### config.mk
export PLATFORM = sky130hd
export DESIGN_NAME = ux607_mrom_icb_ctrl
export DESIGN_NICKNAME = d
export VERILOG_FILES = /design/src/rtl/ux607_mrom_icb_ctrl.sv
export SDC_FILE = /design/constraint.sdc
export NUM_CORES = 1
export LEC_CHECK = 0
export ABC_AREA = 1
export BUFFER_PORTS_ARGS = -buffer_cell sky130_fd_sc_hd__clkbuf_2
export CAP_MARGIN = 10
export CORE_MARGIN = 2
export CORE_UTILIZATION = 30
export DETAILED_ROUTE_END_ITERATION = 10
export HOLD_SLACK_MARGIN = 0.05
export PLACE_DENSITY = 0.76
export SLEW_MARGIN = 20
export SYNTH_ARGS = -nofsm -noshare
export SYNTH_HDL_FRONTEND = slang
export SYNTH_SLANG_ARGS = --single-unit
### constraint.sdc
create_clock -name clk -period 1.3 [get_ports clk]
set_clock_uncertainty 0.1 [all_clocks]
set_input_delay 0.13 -clock clk [delete_from_list [all_inputs] [get_ports clk]]
set_output_delay 0.13 -clock clk [all_outputs]
set_load 0.02 [all_outputs]
### src/rtl/ux607_mrom_icb_ctrl.sv
// ux607_mrom_icb_ctrl
//   ICB responder in front of the combinational mask ROM. Each accepted
//   command is classified (out of range / write / misaligned / good read).
//   The {rdata, err} result is queued in a small response buffer and returned
//   in order on the ICB response channel.
//
//   Configuration macro: UX607_MROM_RSP_SKID_EN
//     defined   : 2-entry response buffer, registered i_icb_cmd_ready
//     undefined : 1-entry response buffer, i_icb_cmd_ready = ~rsp_valid | rsp_ready
//
//   Ports
//     clk, rst_n        clock, asynchronous active-low reset
//     i_icb_cmd_*       ICB command channel (valid/ready/addr/read/wdata/wmask)
//     i_icb_rsp_*       ICB response channel (valid/ready/rdata/err)
//     rom_addr          ROM word address, combinational from i_icb_cmd_addr
//     rom_dout          ROM word, combinational from rom_addr
//     err_cnt           saturating count of error responses
module ux607_mrom_icb_ctrl #(
    parameter int unsigned   AW     = 32,
    parameter int unsigned   DW     = 32,
    parameter int unsigned   ROM_AW = 12,
    parameter logic [AW-1:0] BASE   = 32'h0000_1000
) (
    input  logic              clk,
    input  logic              rst_n,
    input  logic              i_icb_cmd_valid,
    output logic              i_icb_cmd_ready,
    input  logic [AW-1:0]     i_icb_cmd_addr,
    input  logic              i_icb_cmd_read,
    input  logic [DW-1:0]     i_icb_cmd_wdata,
    input  logic [DW/8-1:0]   i_icb_cmd_wmask,
    output logic              i_icb_rsp_valid,
    input  logic              i_icb_rsp_ready,
    output logic [DW-1:0]     i_icb_rsp_rdata,
    output logic              i_icb_rsp_err,
    output logic [ROM_AW-3:0] rom_addr,
    input  logic [DW-1:0]     rom_dout,
    output logic [7:0]        err_cnt
);

    logic          cmd_hsk;
    logic          cmd_err;
    logic [DW-1:0] cmd_rdata;

    // ROM is read-only; write payload is deliberately discarded.
    logic unused_ok;
    assign unused_ok = ^{i_icb_cmd_wdata, i_icb_cmd_wmask};

    assign rom_addr = i_icb_cmd_addr[ROM_AW-1:2];

    // All three error classes produce the same {err=1, rdata=0} result, so
    // their priority order collapses into a single OR.
    assign cmd_err   = (i_icb_cmd_addr[AW-1:ROM_AW] != BASE[AW-1:ROM_AW])
                     | ~i_icb_cmd_read
                     | (i_icb_cmd_addr[1:0] != 2'b00);
    assign cmd_rdata = cmd_err ? '0 : rom_dout;

    always_ff @(posedge clk or negedge rst_n) begin
        if (!rst_n) begin
            err_cnt <= '0;
        end else if (cmd_hsk && cmd_err && (err_cnt != 8'hFF)) begin
            err_cnt <= err_cnt + 8'd1;
        end
    end

`ifdef UX607_MROM_RSP_SKID_EN
    logic          rsp_hsk;
    logic [DW-1:0] buf_data [2];
    logic          buf_err  [2];
    logic          wr_ptr;
    logic          rd_ptr;
    logic [1:0]    count;
    logic [1:0]    count_nxt;
    logic          ready_q;

    assign cmd_hsk = i_icb_cmd_valid & ready_q;
    assign rsp_hsk = i_icb_rsp_valid & i_icb_rsp_ready;

    always_comb begin
        count_nxt = count;
        case ({cmd_hsk, rsp_hsk})
            2'b10:   count_nxt = count + 2'd1;
            2'b01:   count_nxt = count - 2'd1;
            default: count_nxt = count;
        endcase
    end

    // Ready is computed from next occupancy and registered, so it has no
    // combinational dependence on i_icb_rsp_ready. It comes up one cycle
    // after reset release.
    always_ff @(posedge clk or negedge rst_n) begin
        if (!rst_n) begin
            for (int unsigned i = 0; i < 2; i++) begin
                buf_data[i] <= '0;
                buf_err[i]  <= 1'b0;
            end
            wr_ptr  <= 1'b0;
            rd_ptr  <= 1'b0;
            count   <= '0;
            ready_q <= 1'b0;
        end else begin
            if (cmd_hsk) begin
                buf_data[wr_ptr] <= cmd_rdata;
                buf_err[wr_ptr]  <= cmd_err;
                wr_ptr           <= ~wr_ptr;
            end
            if (rsp_hsk) begin
                rd_ptr <= ~rd_ptr;
            end
            count   <= count_nxt;
            ready_q <= (count_nxt < 2'd2);
        end
    end

    assign i_icb_cmd_ready = ready_q;
    assign i_icb_rsp_valid = (count != 2'd0);
    assign i_icb_rsp_rdata = buf_data[rd_ptr];
    assign i_icb_rsp_err   = buf_err[rd_ptr];
`else
    logic          valid_q;
    logic          err_q;
    logic [DW-1:0] data_q;

    // rst_n gating keeps ready low while in reset (the buffer is empty then).
    assign i_icb_cmd_ready = rst_n & (~valid_q | i_icb_rsp_ready);
    assign cmd_hsk         = i_icb_cmd_valid & i_icb_cmd_ready;

    always_ff @(posedge clk or negedge rst_n) begin
        if (!rst_n) begin
            valid_q <= 1'b0;
            err_q   <= 1'b0;
            data_q  <= '0;
        end else if (cmd_hsk) begin
            valid_q <= 1'b1;
            err_q   <= cmd_err;
            data_q  <= cmd_rdata;
        end else if (i_icb_rsp_ready) begin
            valid_q <= 1'b0;
        end
    end

    assign i_icb_rsp_valid = valid_q;
    assign i_icb_rsp_rdata = data_q;
    assign i_icb_rsp_err   = err_q;
`endif

endmodule

Word-level counts from Yosys, hierarchy flattened
Cells that the tools add are included.
{"block": "totals", "input_bits": 105, "elab_cells": 21, "out_inout_bits": 53, "register_bits": 42}
{"block": "classes", "bitwise_logic": 7, "addsub": 1, "reduce_logical": 4, "eq_ne": 2, "mux": 3}
{"operator": "$mux 32", "count": 1}
{"operator": "$ne 20x1->1 const B", "count": 1}
{"operator": "$add 8x1->8 const B", "count": 1}
{"operator": "$ne 8x8->1 const B", "count": 1}
{"operator": "$reduce_bool 2->1", "count": 2}
{"operator": "$or 1x1->1", "count": 3}
{"operator": "$and 1x1->1", "count": 2}
{"operator": "$logic_and 1x1->1", "count": 2}
{"operator": "$mux 1", "count": 2}
{"operator": "$not 1->1", "count": 2}

Logic depth before layout (Yosys ltp)
{"block": "depth", "ltp_word": 6, "depth_mapped": 9, "mapped_depth_nobuf": 9}

Least setup slack after synthesis
OpenSTA, ideal clock, no wires.
{"block": "synth_path", "path_kind": "reg2reg", "start": "reg err_cnt[0]", "end": "reg err_cnt[5]", "t_required_ns": 1.083, "arrival_time_ns": 1.252, "path_buffers": 0, "period_less_slack_ns": 1.469, "setup_slack_ns": -0.169, "stages_incl_launch_ff": 10, "setup_ns": 0.117, "cell_sequence": "dfrtp_1 -> ha_1 -> nand2_1 -> nor2_2 -> nand2_2 -> nand2_1 -> inv_1 -> nand3_1 -> nand2_1 -> nand2_1"}
{"block": "synth_via", "elab_chain_len": 2, "word_cells_on_any_way": 3, "cone_classes": "add/sub: 1; eq/ne: 1; reduce/logical: 1"}
{"element": "start, declared", "line": "38", "source": "output logic [7:0] err_cnt"}
{"element": "start signal, assigned", "line": "62", "source": "err_cnt <= err_cnt + 8'd1;"}
{"element": "parallel branches: the longest is 2 deep, another holds $add 8x1->8"}
Several ways; the timed one is not identified.
A chain may end at the register's enable or synchronous reset.

Final worst setup path
{"block": "layout_path", "start": "reg valid_q, in the netlist i_icb_rsp_valid", "end": "out i_icb_cmd_ready"}
{"block": "layout_via", "elab_chain_len": 3}
{"element": "start, declared", "line": "120", "source": "logic valid_q;"}
{"element": "start signal, assigned", "line": "130", "source": "valid_q <= 1'b0;"}
{"element": "start signal, assigned", "line": "134", "source": "valid_q <= 1'b1;"}
{"element": "start signal, assigned", "line": "138", "source": "valid_q <= 1'b0;"}
{"element": "$not 1->1", "line": "125", "source": "assign i_icb_cmd_ready = rst_n & (~valid_q | i_icb_rsp_ready);"}
{"element": "$or 1x1->1", "line": "125"}
{"element": "$and 1x1->1", "line": "125"}
{"element": "end, declared", "line": "27", "source": "output logic i_icb_cmd_ready,"}
Every way passes these cells.

==> reports/qor.yml <==
fillers: 637
use_met3_pct: 3.98
numClockSinks: 42
grt_pass1_vias: 2267
setup_slack_ps: -81.6
cts_buffers: 5
drive_gt1_share_pct: 38.4
setup_viol: 37
ys_seq_elements: 42
die_y_um: 87.5
power_density_nw_per_um2: 1010
p_leak_nw: 1.71
synth_top_area_share_pct: 50.3
grt_use_met2_pct: 30.9
worstMarginPinSlew_ps: 545
slowest_stage: "dfrtp_2"
slew_viol_final: 0
p_total_mw: 3.35
required_ps: 1070
min_path_type: "in2out"
crit_chain: "inv_2 > nor2_2 > nor2_4 > buf_6 > buf_8"
rows: 30
syn_area_um2: 2090
ant_nets: 0
slew_headroom_pct: 63.7
gp_congestion: 0.811
yosys_warnings: 0
cts_tree: "yes"
yosys-top-cells-area: "dfrtp_1, nand2_1, o21ai_1"
drt-pass1-iter-count: 4
fin_hold_ws_ps: 160
yosysTopAreaCell: "dfrtp_1"
track_usage_pct: 15.9
worst_setup_path_end_kind: "output port"
period_minus_slack_ps: 1380
start_util_pct: 30.9
synthDistinctLibCells: 21
cts_max_path_buffers: 2
synthCells: 265
drt-total-wl_um: 6190
grt_setup_unrepaired: "true"
synthesis.nets: 371
use_met1_pct: 16.7
io_pins: 158
syn_to_final_growth_pct: 59.3
antenna_found_initial: 0
ys_seq_area_share_pct: 50.3
finalHoldViolCount: 0
worstPathMaxFanout: 2
grt_max_degree: 43
fin_nets: 514
viasPerCell: 4.56
arrival_ps: 1150
finalSetupTns_ps: -848
max_stage_delay_ps: 420
status: "complete, but fails checks"
diodes: 0
htreeDepth: 2
final_util_pct: 49.3
hpwl_um: 4040
synth_area_per_cell_um2: 7.88
max-vdd-ir-drop_mv: 0.696
clk_latency_ps: 290
path_class: "reg2out"
port-buffer-count: 101
cts-root-buf: "clkbuf_8"
place_ws_ps: -97.8
grt_pass1_wl_um: 9690
grt_busiest_layer: "met2"
mostFrequentLayoutCells: "clkbuf_2, nand2_1, dfrtp_1, dlygate4sd3_1, nor2_1"
drcViolationCount: 0
fp.dieW_um: 87.5
violations: "negative setup slack"
wl_per_cell_um: 12.7
drt_iter0_drc: 115
core-area_um2: 6760
layout_commonest_cell: "clkbuf_2"
vias: 2232
critPathLaunchType: "register"
grt-ovfl-total: 0
die_area_um2: 7650
maxCapViolations: 0
max_freq_ghz: 0.724
clk_pin_slew_worst_paths_ps: 80
final.period_utilization_pct: 106
[cells in the mapped netlist]
master   number
inv_2         1
nor2_4        1
buf_6         4
dfrtp_1      42
nand4_1       8
ha_1          1
buf_4        10
nand2_2       1
o21ai_1      30
nand3_1       6
o21ai_0       3
buf_2         7
a21o_1        1
nand2_1     103
nor2_2        3
nand2_4       1
xor2_1        2
nor2_1       29
nand3_2       1
inv_1        10
inv_4         1
[registers in the layout (all words and copies together), names as in the netlist]
name / flops
i_icb_rsp_rdata: 32
err_cnt: 8
i_icb_rsp_err: 1
i_icb_rsp_valid: 1
[power breakdown]
group          total (mW)  internal, mW  switching, mW
sequential           1.45          1.38         0.0732
clock                1.03         0.573          0.452
combinational       0.874         0.427          0.447
total                3.35          2.38          0.973
[routing by layer]
metal  vias to the layer above  part of all wire [%]
li1                       1113                     -
met1                      1048                    41
met2                        63                    53
met3                         8                   5.4
met4                         0                  0.44
met5                         -                     0
[worst paths after layout]
| kind | startpoint | end | slack [ps] | cells past startpoint |
|---|---|---|---|---|
| max | i_icb_rsp_valid | i_icb_cmd_ready | -80 | 5 |
| min | i_icb_cmd_addr[2] | rom_addr[0] | 160 | 0 |
| max reg2reg | i_icb_rsp_valid | err_cnt[6] | -40 | 8 |
| min reg2reg | i_icb_rsp_rdata[19] | i_icb_rsp_rdata[19] | 390 | 2 |
| max in group asynchronous | rst_n | i_icb_rsp_valid | 290 | 3 |
| min in group asynchronous | rst_n | i_icb_rsp_rdata[20] | 410 | 3 |
[cell type report]
class,instances,area (µm²),share of cell area [%]
multi-input cells,190,907,27.3
repair buffers,156,1090,32.7
clock inverters,2,37.5,1.13
inverters,12,57.6,1.73
clock buffers,6,72.6,2.18
flip-flops and latches,42,1060,31.8
well taps,80,100,3.01
repair inverters,1,6.26,0.188
[worst max-delay path: cells and delay by family (launching register included)]
kind / cells / cell delay, ps
buffers and inverters: 3 / 270
DFF: 1 / 420
and+or+nand+nor: 2 / 170
[what timing repair did]
action / in CTS / in global routing
buffers inserted: 1 / 0
gates cloned: 2 / 1
hold buffers: 33 / 1
resized for setup: 20 / 16
endpoints found under the hold margin: 75 / 1
pin swaps: 11 / 5
setup endpoints to repair: 37 / 45
[cell families after synthesis]
family                     Yosys count  share of synthesized area, %
and+or+nand+nor                    153                          30.3
xor gates and xnor gates             2                         0.838
AOI/OAI and AO/OA                   34                          8.26
buffers and inverters               33                          9.70
DFF                                 42                          50.3
adders and majority gates            1                         0.599
[metrics by stage]
| step | instance area (µm²) | std cells |
|---|---|---|
| 2_1_floorplan | 2100 | 265 |
| 3_3_place_gp | 2710 | 443 |
| 3_5_place_dp | 2710 | 443 |
| 4_1_cts | 3250 | 487 |
| 5_1_grt | 3330 | 489 |
| 6_report | 3330 | 489 |
Power figures use the tool's default switching activity.
